[src/rtl/pipe_hazard_unit.sv]
// Operand bypass and load-use hazard unit tracking destination tags over STAGES post-ID stages.
// Optional load-use stall counter enabled by defining HAZARD_STALL_CNT_EN.
module pipe_hazard_unit #(
    parameter int DATA_W     = 16,
    parameter int REG_ADDR_W = 4,
    parameter int READ_PORTS = 2,
    parameter int STAGES     = 2,
    parameter int LOAD_READY = 1
) (
    input  logic                             clk,
    input  logic                             rst,
    input  logic                             id_valid,
    input  logic [READ_PORTS*REG_ADDR_W-1:0] id_src_addr,
    input  logic [READ_PORTS-1:0]            id_src_used,
    input  logic [REG_ADDR_W-1:0]            id_dst_addr,
    input  logic                             id_dst_we,
    input  logic                             id_is_load,
    input  logic [READ_PORTS*DATA_W-1:0]     rf_rdata,
    input  logic [STAGES*DATA_W-1:0]         stage_result,
    input  logic                             flush,
    input  logic                             freeze,
    output logic [READ_PORTS*DATA_W-1:0]     fwd_data,
    output logic                             stall,
    output logic [31:0]                      stall_count
);

    logic                  vld_p [STAGES];
    logic                  we_p  [STAGES];
    logic                  ld_p  [STAGES];
    logic [REG_ADDR_W-1:0] dst_p [STAGES];

    logic match [READ_PORTS][STAGES];
    logic hazard;

    always_comb begin
        for (int p = 0; p < READ_PORTS; p++) begin
            for (int k = 0; k < STAGES; k++) begin
                match[p][k] = id_src_used[p] & vld_p[k] & we_p[k] &
                              (dst_p[k] == id_src_addr[p*REG_ADDR_W +: REG_ADDR_W]);
            end
        end
    end

    // ID stage: bypass select and hazard detect
    always_comb begin
        fwd_data = rf_rdata;
        hazard   = 1'b0;
        for (int p = 0; p < READ_PORTS; p++) begin
            // Walk oldest to youngest so the youngest matching stage is written last.
            for (int k = STAGES - 1; k >= 0; k--) begin
                if (match[p][k]) begin
                    fwd_data[p*DATA_W +: DATA_W] = stage_result[k*DATA_W +: DATA_W];
                    if (ld_p[k] && (k < LOAD_READY)) begin
                        hazard = 1'b1;
                    end
                end
            end
        end
        hazard = hazard & id_valid;
    end

    assign stall = freeze | (hazard & ~flush);

    // ID -> EX boundary, then EX -> ... -> writeback shift
    always_ff @(posedge clk) begin
        if (rst) begin
            for (int k = 0; k < STAGES; k++) begin
                vld_p[k] <= 1'b0;
            end
        end else if (!freeze) begin
            vld_p[0] <= id_valid & ~hazard & ~flush;
            for (int k = 1; k < STAGES; k++) begin
                vld_p[k] <= vld_p[k-1];
            end
        end
    end

    always_ff @(posedge clk) begin
        if (!freeze) begin
            we_p[0]  <= id_dst_we;
            ld_p[0]  <= id_is_load;
            dst_p[0] <= id_dst_addr;
            for (int k = 1; k < STAGES; k++) begin
                we_p[k]  <= we_p[k-1];
                ld_p[k]  <= ld_p[k-1];
                dst_p[k] <= dst_p[k-1];
            end
        end
    end

`ifdef HAZARD_STALL_CNT_EN
    function automatic logic [31:0] sat_inc(input logic [31:0] v);
        return (v == 32'hFFFF_FFFF) ? v : v + 32'd1;
    endfunction

    logic [31:0] cnt_q;

    always_ff @(posedge clk) begin
        if (rst) begin
            cnt_q <= 32'h0;
        end else if (hazard && !flush && !freeze) begin
            cnt_q <= sat_inc(cnt_q);
        end
    end

    assign stall_count = cnt_q;
`else
    assign stall_count = 32'h0;
`endif

endmodule

[config.mk]
export PLATFORM = sky130hd
export DESIGN_NAME = pipe_hazard_unit
export DESIGN_NICKNAME = d
export VERILOG_FILES = /design/src/rtl/pipe_hazard_unit.sv
export SDC_FILE = /design/constraint.sdc
export NUM_CORES = 1
export LEC_CHECK = 0
export CORE_MARGIN = 3
export CORE_UTILIZATION = 30
export DETAILED_ROUTE_END_ITERATION = 10
export GPL_TIMING_DRIVEN = 0
export MAX_ROUTING_LAYER = met4
export PLACE_DENSITY = 0.8
export RECOVER_POWER = 100
export SKIP_LAST_GASP = 1
export SLEW_MARGIN = 20
export SYNTH_ARGS = -nofsm -noshare
export SYNTH_HDL_FRONTEND = slang
export SYNTH_SLANG_ARGS = --single-unit
[constraint.sdc]
create_clock -name clk -period 2.05 [get_ports clk]
set_input_delay 0.3075 -clock clk [delete_from_list [all_inputs] [get_ports clk]]
set_output_delay 0.3075 -clock clk [all_outputs]
set_load 0.01 [all_outputs]
==> impl_metrics.ini, run 1 <==
[run_status]
status = complete, but fails checks
violations = negative setup slack

[critical_path]
crit_path_end_kind = output pin
crit_start = dst_p[0][2]
timing.rr.end = vld_p[0][0]
startpoint_type = flop
crit_slowest_cell = or4_4
critical_path_class = reg2out
cp.arrival_ns = 2.14
worstReg2RegStart = dst_p[0][2]
cp_cell_sequence = xor2_1 -> or4_4 -> clkbuf_16 -> nor2_1 -> a21oi_1 -> dlygate4sd2_1
ff2ff_path_depth = 4
cp.required_ns = 1.74
crit_fanout = 10
r2r_slack_ns = 0.34
cpPeakStageDelay_ns = 0.61

[floorplan]
fp.dieW_um = 77.89
initial_core_util_pct = 31.97
die_area_mm2 = 0.006066
num_rows = 25
fp.dieH_um = 77.89
num_io_pins = 150
coreArea_mm2 = 0.004848

[drt]
vias_per_cell = 4.557
totalWireLength_um = 7372
vias = 1964
drtIter0Drc = 70
post-route-drc-count = 0
ant_nets = 0
avgRoutedWirePerCell_um = 17.10
firstDrtPassIters = 4

[power]
p_sw_share_pct = 28.76
p_total_mw = 1.009
p_switching_uw = 290.1
p_leak_nw = 1.596
internal_power_uw = 718.5
clkPwrFrac_pct = 22.0
p_per_area_mw_per_mm2 = 296.5
ir_worst_vdd_v = 0.0004839
p_seq_share_pct = 32.9
power_frac_comb_pct = 45.1

[finish]
seq_area_um2 = 390.4
fillers = 379
num_antenna_cells = 0
fin_util_pct = 70.17
fin_nets = 450
drive_gt1_share_pct = 37.91
syn_to_final_growth_pct = 119.5
multi_input_area_mm2 = 0.001152

[logic_synthesis]
synth-async-reset-ratio_pct = 0
syn_avg_cell_area_um2 = 8.335
synth_flop_cell = edfxtp_1
yosysSeqAreaShare_pct = 25.18
synth_seq_cells = 13
yosysWarnings = 0
synth_edf_count = 13
syn-cell-area_mm2 = 0.001550
syn_inst = 186
synth.distinct_cells = 23

[flow_run]
maxCapViolCount = 0

[sta]
timing.final.crit_share_pct = 119.6
timing.fmax_mhz = 407.9
timing.hold.ws_ns = 0.4867
hold_violations = 0
setup_viol = 33
worst_slack_ns = -0.4018
skew_ns = 0.0004781
rsz0062_at_grt = yes
fin_crit_ns = 2.452
setup-tns-final_ns = -10.74
slew_viol_final = 0

[global_route]
grt_max_degree = 12
antenna_found_initial = 0
grt.total_usage_pct = 21.88
grt_pass1_wl_um = 10290
overflow = 0
grt_pass1_vias = 1960

[clocking]
htree_levels = 1
clk_pin_slew_ns = 0.05
cts_sinks = 13
clk_latency_ns = 0.24
cts_tree = yes
root_buffer = clkbuf_8
cts.path.max_buffers = 2
numCtsBuffers = 3

[min_path]
worstHoldEndpoint = we_p[0][1]
hold_class = reg2reg
whs_path_depth = 0
min-delay-start = we_p[0][0]

[placed_design]
io_buffers = 117
dp_hpwl_um = 4992
gp_congestion = 0.8115
-- metal layers --
layer	routed length [um]	global-route usage [%]	vias to the layer above
li1	-	-	939
met5	0	-	-
met2	3988	40.84	101
met4	201	5.160	0
met3	571	3.828	18
met1	2610	23.85	906
-- logic make-up (layout without fill, tap and decap cells) --
logic type / count (synthesis) / in the layout / share of synthesized area [%]
buf+inv: 44 / 190 / 19.21
simple gates: 46 / 47 / 14.37
flops: 13 / 13 / 25.18
xor+xnor: 16 / 16 / 9.039
other cells: 1 / 32 / 0.2419
mux: 32 / 32 / 20.66
compound gates: 34 / 34 / 11.30
-- cells in the final DEF, fill, tap and decap left out, types with 3 or more instances in the layout --
master	count
a21oi_1	21
a21oi_2	12
buf_2	21
buf_4	47
buf_6	7
buf_8	3
clkbuf_16	5
clkbuf_8	6
clkdlybuf4s15_2	4
clkdlybuf4s50_1	68
conb_1	32
dlygate4sd2_1	14
dlygate4sd3_1	8
edfxtp_1	13
mux2i_1	28
mux2i_2	4
nor2_1	19
nor2_2	9
nor2_4	5
or4_4	3
xnor2_1	4
xor2_1	9
xor2_2	3
-- synth_stat cells (2+ instances only) --
library cell	count	area [um2]
a21oi_1	33	165.2
nor2_1	33	123.9
buf_4	32	240.2
mux2i_1	32	320.3
edfxtp_1	13	390.4
xor2_1	12	105.1
clkbuf_1	8	30.03
xnor2_1	4	35.03
inv_1	2	7.510
nand3_1	2	10.01
nand4_1	2	12.51
or4_1	2	15.01
-- repair_timing --
action	CTS	global route
setup endpoints to repair	33	33
hold buffers	0	0
gates resized for setup	151	41
endpoints found under the hold margin	0	0
gates cloned	4	0
pin swaps	6	8
buffers inserted	16	10
-- flip-flops by register name, summed over array words and instances, names as in the netlist --
register,count
dst_p,8
we_p,2
vld_p,2
ld_p,1
-- final cells by class --
class                      instances  share of cell area (%)
clock buffer                       3                   1.214
inverter                           2                  0.2207
clock inverter                     1                  0.1471
multi-input combinational        161                   33.87
tap                               67                   2.464
sequential                        13                   11.47
buffer                            40                   12.06
timing repair buffer             144                   38.54
-- metrics by stage --
stage | std cells | area (um2) | setup slack, ns
floorplan | 217 | 1667 | 0.06652
global placement | 401 | 2922 | -1.059
detailed placement | 401 | 2922 | -1.092
CTS | 423 | 3271 | -0.4162
global route | 431 | 3402 | -0.5005
finish | 431 | 3402 | -0.4018
-- worst max path at each step --
stage / to / slack [ns]
3_5_place_dp: fwd_data[24] / -1.09
2_1_floorplan: fwd_data[10] / 0.07
5_1_grt: fwd_data[3] / -0.50
3_3_place_gp: fwd_data[22] / -1.06
4_1_cts: fwd_data[3] / -0.42
6_report: fwd_data[5] / -0.40
-- power by group through the flow --
stage / clock network [mW] / logic [mW] / registers, mW
finish: 0.222 / 0.455 / 0.332
global route: 0.243 / 0.486 / 0.334
CTS: 0.231 / 0.436 / 0.330
detailed placement: 0 / 0.442 / 0.336
global placement: 0 / 0.435 / 0.334
floorplan: 0 / 0.176 / 0.332
-- critical path, delay by kind of cell, from the launching register on --
kind | cells | cell delay (ns)
XOR/XNOR | 1 | 0.20
AO/OA/AOI/OAI | 1 | 0.05
AND/OR/NAND/NOR | 2 | 0.70
buffers and inverters | 2 | 0.49
flip-flops | 1 | 0.46
Power figures use the tool's default switching activity.
==> run 2: changes to the inputs <==
--- a/config.mk
+++ b/config.mk
@@ -11,7 +11,7 @@
 export GPL_TIMING_DRIVEN = 0
 export MAX_ROUTING_LAYER = met4
 export PLACE_DENSITY = 0.8
-export RECOVER_POWER = 100
+export RECOVER_POWER = 25
 export SKIP_LAST_GASP = 1
 export SLEW_MARGIN = 20
 export SYNTH_ARGS = -nofsm -noshare
==> run 2 against run 1 <==
  * The flow still finishes with violations (negative setup slack)
  * Sequential cell count unchanged
  * Maximum frequency unchanged
  * Setup slack unchanged
  * Sequential power about the same
  * Via count unchanged
  * Routed wire length about the same
  * Non-clock buffer count unchanged
  * Register-to-register slack about the same
  * Design area unchanged
  * Clock skew unchanged
  * Global-route usage unchanged
  * First-iteration DRC count unchanged
  * Critical endpoint unchanged
  * Largest cell class unchanged
  * Largest power group unchanged
==> impl_metrics.ini, run 2 (synthesis results as in run 1) <==
[run_status]
status = complete, but fails checks
violations = negative setup slack

[drt]
vias = 1964
totalWireLength_um = 7373
firstDrtPassIters = 4
post-route-drc-count = 0
vias_per_cell = 4.557
drtIter0Drc = 70
avgRoutedWirePerCell_um = 17.11
ant_nets = 0

[critical_path]
cpPeakStageDelay_ns = 0.61
cp_cell_sequence = xor2_1 -> or4_4 -> clkbuf_16 -> nor2_1 -> a21oi_1 -> dlygate4sd2_1
cp.arrival_ns = 2.14
crit_fanout = 10
r2r_slack_ns = 0.34
crit_path_end_kind = output pin
critical_path_class = reg2out
cp.required_ns = 1.74
startpoint_type = flop
crit_slowest_cell = or4_4

[finish]
layout_commonest_cell = clkdlybuf4s50_1
fin_area_mm2 = 0.003402
num_antenna_cells = 0
top_register = dst_p
fin_nets = 450
drive_gt1_share_pct = 37.91
fin_util_pct = 70.17
layout_common_cells = 71 x clkdlybuf4s50_1, 48 x buf_4, 32 x conb_1
finalNonFillerCells = 431
syn_to_final_growth_pct = 119.5
fillers = 379
reg_top3 = dst_p (8), vld_p (2), we_p (2)
multi_input_area_mm2 = 0.001152
seq_area_um2 = 390.4
largest_register_ffs = 8

[floorplan]
fp.dieH_um = 77.89
die_area_mm2 = 0.006066
coreArea_mm2 = 0.004848
initial_core_util_pct = 31.97
num_rows = 25
num_io_pins = 150
fp.dieW_um = 77.89

[sta]
setup_viol = 33
timing.hold.ws_ns = 0.4867
worst_slack_ns = -0.4018
timing.fmax_mhz = 407.9
rsz0062_at_grt = yes
fin_crit_ns = 2.452
timing.final.crit_share_pct = 119.6
hold_violations = 0
skew_ns = 0.0004781
slew_viol_final = 0
setup-tns-final_ns = -10.74

[clocking]
clk_latency_ns = 0.24
cts.path.max_buffers = 2
cts_sinks = 13
numCtsBuffers = 3
htree_levels = 1
root_buffer = clkbuf_8
clk_pin_slew_ns = 0.05
cts_tree = yes
ctsHoldBuffers = 0

[placed_design]
pre_cts_ws_ns = -1.092
dpl_cell_area_mm2 = 0.002922
place_inst = 401
dp_hpwl_um = 4992
io_buffers = 117
gp_congestion = 0.8115

[global_route]
grt_pass1_vias = 1960
grt_max_degree = 12
antenna_found_initial = 0
grt.total_usage_pct = 21.88
overflow = 0
grt_pass1_wl_um = 10290

[min_path]
hold_class = reg2reg

[power]
p_per_area_mw_per_mm2 = 296.9
ir_worst_vdd_v = 0.0004839
p_leak_nw = 1.596
p_total_mw = 1.010

[flow_run]
maxCapViolCount = 0
-- run 2: final timing paths --
| path | depth (start not counted) | to | startpoint |
|---|---|---|---|
| min reg2reg | 0 | we_p[0][1] | we_p[0][0] |
| min | 0 | we_p[0][1] | we_p[0][0] |
| max | 6 | fwd_data[5] | dst_p[0][2] |
| max reg2reg | 4 | vld_p[0][0] | dst_p[0][2] |
-- run 2: where the power goes --
| part | leakage (nW) | internal [mW] | total, mW | switching (mW) |
|---|---|---|---|---|
| Sequential | 0.130 | 0.316 | 0.332 | 0.0159 |
| Combinational | 1.44 | 0.270 | 0.457 | 0.187 |
| Clock | 0.0255 | 0.134 | 0.222 | 0.0876 |
-- run 2: area by class of cell --
class / count / share of cell area (%)
inverter: 2 / 0.2207
timing repair buffer: 144 / 38.54
tap: 67 / 2.464
sequential: 13 / 11.47
clock inverter: 1 / 0.1471
clock buffer: 3 / 1.214
multi-input combinational: 161 / 33.87
buffer: 40 / 12.06
-- run 2: repair_timing --
| action | CTS | global route |
|---|---|---|
| setup endpoints to repair | 33 | 33 |
| gates resized for setup | 151 | 41 |
| cloned | 4 | 0 |
| setup buffers | 16 | 10 |
| pin swaps | 6 | 8 |
-- run 2: critical path: cells and delay by family, from the launching register on --
family,cells,cell delay (ns)
buffers and inverters,2,0.49
AO/OA/AOI/OAI,1,0.05
flip-flops,1,0.46
AND/OR/NAND/NOR,2,0.70
XOR/XNOR,1,0.20
-- run 2: layer usage --
metal  wire (um)  vias to the layer above  part of all wire (%)  GRT usage (%)
met5           0                        -                     0              -
met2        3989                      101                    54          40.84
li1            -                      939                     -              -
met4         201                        0                   2.7          5.160
met1        2609                      906                    35          23.85
met3         574                       18                   7.8          3.828
